==> src/rtl/pipe_enable_ctrl.sv <==
// rtl/pipe_enable_ctrl.sv - valid/stall controller for a STAGES-deep chain of datapath registers
// Define PIPE_BUBBLE_COLLAPSE_EN for per-stage enables that fill bubbles while the output is stalled.
module pipe_enable_ctrl #(
  parameter int STAGES      = 4,
  parameter int COUNT_WIDTH = 3,
  parameter int STALL_WIDTH = 16
) (
  input  logic                   clock,
  input  logic                   resetn,
  input  logic                   s_valid,
  output logic                   s_ready,
  output logic                   m_valid,
  input  logic                   m_ready,
  input  logic                   flush,
  output logic [STAGES-1:0]      stage_en,
  output logic [STAGES-1:0]      stage_valid,
  output logic [COUNT_WIDTH-1:0] occupancy,
  output logic [STALL_WIDTH-1:0] stall_count
);

  logic [STAGES-1:0] valid;
  logic [STAGES-1:0] en;
  logic [STAGES-1:0] src;
  logic              active;
  logic              in_hs;
  logic              out_hs;

`ifdef PIPE_BUBBLE_COLLAPSE_EN
  logic chain;

  // A stage may load when anything downstream of it (or itself) can make room.
  always_comb begin
    chain          = m_ready | ~valid[STAGES-1];
    en             = '0;
    en[STAGES-1]   = chain;
    for (int i = STAGES - 2; i >= 0; i--) begin
      chain = chain | ~valid[i];
      en[i] = chain;
    end
  end
`else
  always_comb begin
    en = {STAGES{m_ready | ~valid[STAGES-1]}};
  end
`endif

  always_comb begin
    src    = '0;
    src[0] = s_valid;
    for (int i = 1; i < STAGES; i++) begin
      src[i] = valid[i-1];
    end
  end

  // Reset and flush both block every handshake and freeze the datapath.
  assign active      = resetn & ~flush;
  assign s_ready     = active & en[0];
  assign m_valid     = active & valid[STAGES-1];
  assign stage_en    = active ? en : '0;
  assign stage_valid = valid;
  assign in_hs       = s_valid & s_ready;
  assign out_hs      = m_valid & m_ready;

  always_ff @(posedge clock or negedge resetn) begin
    if (!resetn) begin
      valid       <= '0;
      occupancy   <= '0;
      stall_count <= '0;
    end else if (flush) begin
      valid       <= '0;
      occupancy   <= '0;
      stall_count <= '0;
    end else begin
      valid <= (en & src) | (~en & valid);
      if (in_hs && !out_hs) begin
        occupancy <= occupancy + COUNT_WIDTH'(1);
      end else if (out_hs && !in_hs) begin
        occupancy <= occupancy - COUNT_WIDTH'(1);
      end
      if (m_valid && !m_ready && (stall_count != '1)) begin
        stall_count <= stall_count + STALL_WIDTH'(1);
      end
    end
  end

endmodule
==> config.mk <==
export PLATFORM = sky130hd
export DESIGN_NAME = pipe_enable_ctrl
export DESIGN_NICKNAME = d
export VERILOG_FILES = /design/src/rtl/pipe_enable_ctrl.sv
export SDC_FILE = /design/constraint.sdc
export NUM_CORES = 1
export LEC_CHECK = 0
export CORE_UTILIZATION = 44
export DETAILED_ROUTE_END_ITERATION = 10
export PLACE_DENSITY = 0.75
export SETUP_SLACK_MARGIN = 0.4
export SYNTH_ARGS = -nofsm -noshare
export SYNTH_HDL_FRONTEND = slang
export SYNTH_SLANG_ARGS = --single-unit
==> constraint.sdc <==
create_clock -name clock -period 1.85 [get_ports clock]
set_input_delay 0.37 -clock clock [delete_from_list [all_inputs] [get_ports clock]]
set_output_delay 0.37 -clock clock [all_outputs]
set_load 0.03 [all_outputs]
; ---- Word-level counts from Yosys, hierarchy flattened
; Cells that the tools add are included.
; W data, S select, Z words.
[classes]
add_sub_neg = 3
n_eq_ne = 1
n_mux = 7
bitwise_logic = 12
reduce_logical = 9
[op_table]
columns = operator, n
row1 = $mux W16, 2
row2 = $add A16 B1 Y16 const B, 1
row3 = $ne A16 B16 Y1 const B, 1
row4 = $mux W3, 3
row5 = $and A4 B4 Y4, 2
row6 = $mux W4, 2
row7 = $and A1 B1 Y1, 5
row8 = $logic_and A1 B1 Y1, 4
row9 = $not A4 Y4, 1
row10 = $or A4 B4 Y4, 1
row11 = $add A3 B1 Y3 const B, 1
row12 = $logic_not A1 Y1, 3
row13 = $reduce_bool A3 Y1, 1
row14 = $sub A3 B1 Y3 const B, 1
row15 = $not A1 Y1, 2
row16 = $reduce_bool A2 Y1, 1
row17 = $or A1 B1 Y1, 1
[word_totals]
regBits = 23
inputBits = 5
word_cells = 35

; ---- Depth between registers and ports, before layout
[depth]
word_depth = 9
depth_mapped = 8
depth_no_buf = 7

; ---- Worst setup path before layout
; Ideal clock, no wire load.
[synth_timing]
kind = flip-flop to output port
startpoint = register valid[3] (netlist: stage_valid[3])
endpoint = output port stage_en[0]
t_arrival_ps = 1852
t_required_ps = 1480
setup_slack_ps = -372
path_stages_with_launch = 6
n_path_buf = 3
path_cell_list = dfrtp_1 buf_6 nor2b_1 clkbuf_1 nor2_1 buf_4
[synth_via]
elab_chain_len = 3
[synth_rtl]
columns = element, line
row1 = from (decl), 21  ; logic [STAGES-1:0] valid;
row2 = from (signal assigned), 74  ; valid <= (en & src) | (~en & valid);
row3 = $not A1 Y1, 43  ; en = {STAGES{m_ready | ~valid[STAGES-1]}};
row4 = $or A1 B1 Y1, 43
row5 = $mux W4, 59  ; assign stage_en = active ? en : '0;
row6 = to (decl), 15  ; output logic [STAGES-1:0] stage_en,
; Every way passes these cells.

; ---- Worst setup path after layout
[layout_timing]
startpoint = register stall_count[0]
endpoint = register stall_count[7]
[layout_via]
elab_chain_len = 3
elab_cells_between_ends = 6
classes_between = 1 x add/sub / 1 x eq/ne / 2 x mux / 2 x reduce/logical
[layout_rtl]
columns = element, line
row1 = from (decl), 18  ; output logic [STALL_WIDTH-1:0] stall_count
row2 = from (signal assigned), 81  ; stall_count <= stall_count + STALL_WIDTH'(1);
row3 = $add A16 B1 Y16 / $ne A16 B16 Y1 (equally long branches), "81, 80"
row4 = $mux W16 / $logic_and A1 B1 Y1 (equally long branches), 80  ; if (m_valid && !m_ready && (stall_count != '1)) begin
row5 = $mux W16 / $reduce_bool A2 Y1 (equally long branches), -
; Several ways; a longest one is shown, not always the timed one. The select of a mux whose other input is x is not followed.
; A chain may end at the register's enable or synchronous reset.

==> results.json <==
{
  "status": "completed",
  "final_nets": 232,
  "dieArea_mm2": 0.00344,
  "ant_nets": 0,
  "h-tree-depth": 1,
  "p_leak_uw": 0.00106,
  "synth_nets": 150,
  "synthToLayoutAreaGrowth_pct": 71.6,
  "grt_max_degree": 15,
  "insertion_delay_ns": 0.33,
  "rsz0062_at_grt": "yes",
  "hp-class": "primary input to async pin",
  "cap_violations": 0,
  "worstSetupStartpoint": "stall_count[0]$_DFFE_PN0P_",
  "period_needed_ns": 1.79,
  "dp_hpwl_um": 2540,
  "cp_slowest_cell": "dfrtp_2",
  "reg2reg_to": "stall_count[7]$_DFFE_PN0P_",
  "cp.arrival_ns": 2.05,
  "crit_type": "register to register",
  "tns_ns": 0,
  "core_area_mm2": 0.00305,
  "cts_buffers": 3,
  "worst_slack_ns": 0.0578,
  "drc": 0,
  "synthDistinctLibCells": 48,
  "clock_sinks": 23,
  "reg2regPathDepth": 7,
  "critPathRequiredTime_ns": 2.11,
  "clkTransAtPathRegs_ns": 0.13,
  "cts_tree": "built",
  "ctsLongestPathBuffers": 2,
  "cp-end-kind": "register",
  "grt_pass1_vias": 1491,
  "grt_use_total_pct": 26.7,
  "synthCells": 143,
  "dr.pass1.iters": 5,
  "timing.rr.start": "stall_count[0]$_DFFE_PN0P_",
  "synth_top_area_share_pct": 40.8,
  "vias": 1520,
  "synth_area_mm2": 0.00141,
  "power_uw": 945,
  "drive_above_1_share_pct": 63.8,
  "diodes": 0,
  "yosys.area.top_type": "dfrtp_1",
  "ir_drop_mv": 0.266,
  "place_congestion": 0.791,
  "powerDensity_mw_per_mm2": 390,
  "holdWs_ns": 0.0661,
  "async_flop_share_pct": 100,
  "max_freq_mhz": 558,
  "ys.warnings.count": 0,
  "grt_pass1_wl_um": 6890,
  "period_share_pct": 96.9,
  "ys_ff_latch": 23,
  "yosysSeqAreaShare_pct": 40.8,
  "synth_enable_flop_cells": 0,
  "grt.overflow.total": 0,
  "die_y_um": 58.6,
  "placed_area_mm2": 0.00191,
  "ioPinCount": 34,
  "setup_viol": 0,
  "cp_common_cell": "buf_6",
  "routedWlPerCell_um": 17.4,
  "regToRegSetupSlack_ns": 0.06,
  "hold_violations": 0,
  "place_ws_ns": -0.337,
  "vias_per_cell": 5.67,
  "port_buffers": 33,
  "synth_top_cells_by_area": "dfrtp_1 41%, mux2i_1 3.5%, nand2_1 2.9%",
  "cpPeakStageDelay_ns": 0.45,
  "dr.first_iter.drc_count": 72,
  "synth_flop_cell": "dfrtp_1",
  "worst_slew_pin_slew_ns": 0.312,
  "wl_um": 4670,
  "start_kind": "register",
  "endpoint": "stall_count[7]$_DFFE_PN0P_",
  "cts_root_buf": "clkbuf_4",
  "grt_antenna_before_repair": 0,
  "fin_skew_ns": 0.00833,
  "fp-row-count": 20,
  "crit_path_cell_trace": "ha_4, nand4_1, nor4_4, buf_6, buf_6, or4_4, a21oi_2",
  "path_max_fanout": 6,
  "synth.avg_cell_area_um2": 9.86,
  "slew-limit-headroom_pct": 79.0,
  "maxSlewViolCount": 0,
  "die_w_um": 58.6,
  "initial_core_util_pct": 46.2,
  "final_cell_area_mm2": 0.00242
}
## cells in the final DEF (no fill, tap or decap), drive strengths merged, types with 2 or more instances in the layout
cell	n
a31oi	2
and3	2
nand3	7
buf	80
or3	3
o311ai	3
nor4	5
or4	4
mux2	3
a21oi	6
clkdlybuf4s15	5
clkbuf	4
inv	5
o41ai	3
clkinv	2
nor3	2
dfrtp	23
nand4	6
o21ai	5
nand2b	3
nand2	11
nor2	10
nor2b	4
o31ai	3
mux2i	5
## per-layer routing
layer | vias up | track usage [%] | wire, um
met5 | - | 0 | 0
met4 | 0 | 11.9 | 139
met3 | 15 | 2.42 | 238
met2 | 67 | 48.8 | 2490
met1 | 747 | 31.8 | 1800
li1 | 691 | - | -
## timing repair
item | CTS | global route
setup buffers | 30 | 8
pin swaps | 19 | 9
resized for setup | 133 | 56
setup endpoints to repair | 48 | 42
hold buffers | 0 | 0
## area by class of cell
class,count,area (um2)
Tap cell,44,55.1
Clock inverter,1,5.00
Timing Repair Buffer,88,793
Sequential cell,23,597
Clock buffer,3,22.5
Multi-Input combinational cell,103,925
Fill cell,204,633
Inverter,6,22.5
## state kept, by name, indices dropped and copies added, names as in the netlist
register and count:
stall_count 16, stage_valid 4, occupancy 3
## metrics by stage
step / utilization (%) / std cells
5_1_grt: 79.3 / 268
4_1_cts: 75.1 / 260
2_1_floorplan: - / 143
3_3_place_gp: 62.5 / 226
6_report: 79.3 / 268
3_5_place_dp: 62.5 / 226
## cell families (layout without fill, tap and decap cells)
family,after synthesis,after routing,share of synthesized area (%)
adders and majority gates,2,2,2.31
buffers and inverters,17,98,6.65
xor gates and xnor gates,1,1,0.621
and+or+nand+nor,62,62,28.1
muxes,8,8,6.21
AOI/OAI and AO/OA,30,30,15.3
DFF,23,23,40.8
## worst min path at each step
stage,from,to,slack [ns],cells after the start
2_1_floorplan,resetn,occupancy[0]$_DFFE_PN0P_,0.07,0
3_3_place_gp,occupancy[0]$_DFFE_PN0P_,occupancy[0]$_DFFE_PN0P_,0.50,1
3_5_place_dp,stall_count[2]$_DFFE_PN0P_,stall_count[2]$_DFFE_PN0P_,0.52,1
4_1_cts,resetn,stage_valid[0]$_DFF_PN0_,0.06,2
5_1_grt,resetn,stage_valid[0]$_DFF_PN0_,0.05,2
6_report,resetn,stage_valid[0]$_DFF_PN0_,0.07,2
## synthesized netlist by cell type, types with 5 or more instances
master,number
nor2_1,10
mux2i_1,5
dfrtp_1,23
o21ai_0,5
a21oi_1,6
nand3_1,5
nand2_1,11
inv_1,5
## where the power goes
part | switching (uW) | internal, uW
clock | 162 | 81.2
combinational | 102 | 79.2
sequential | 8.63 | 512
total | 272 | 672
## worst max-delay path, delay by kind of cell (launching register included)
kind	cells	cell delay, ns
AO/OA/AOI/OAI	1	0.17
flip-flops	1	0.45
buffers and inverters	2	0.27
adder cells (fa/ha/maj)	1	0.17
AND/OR/NAND/NOR	3	0.66
(Power assumes the default switching activity.)
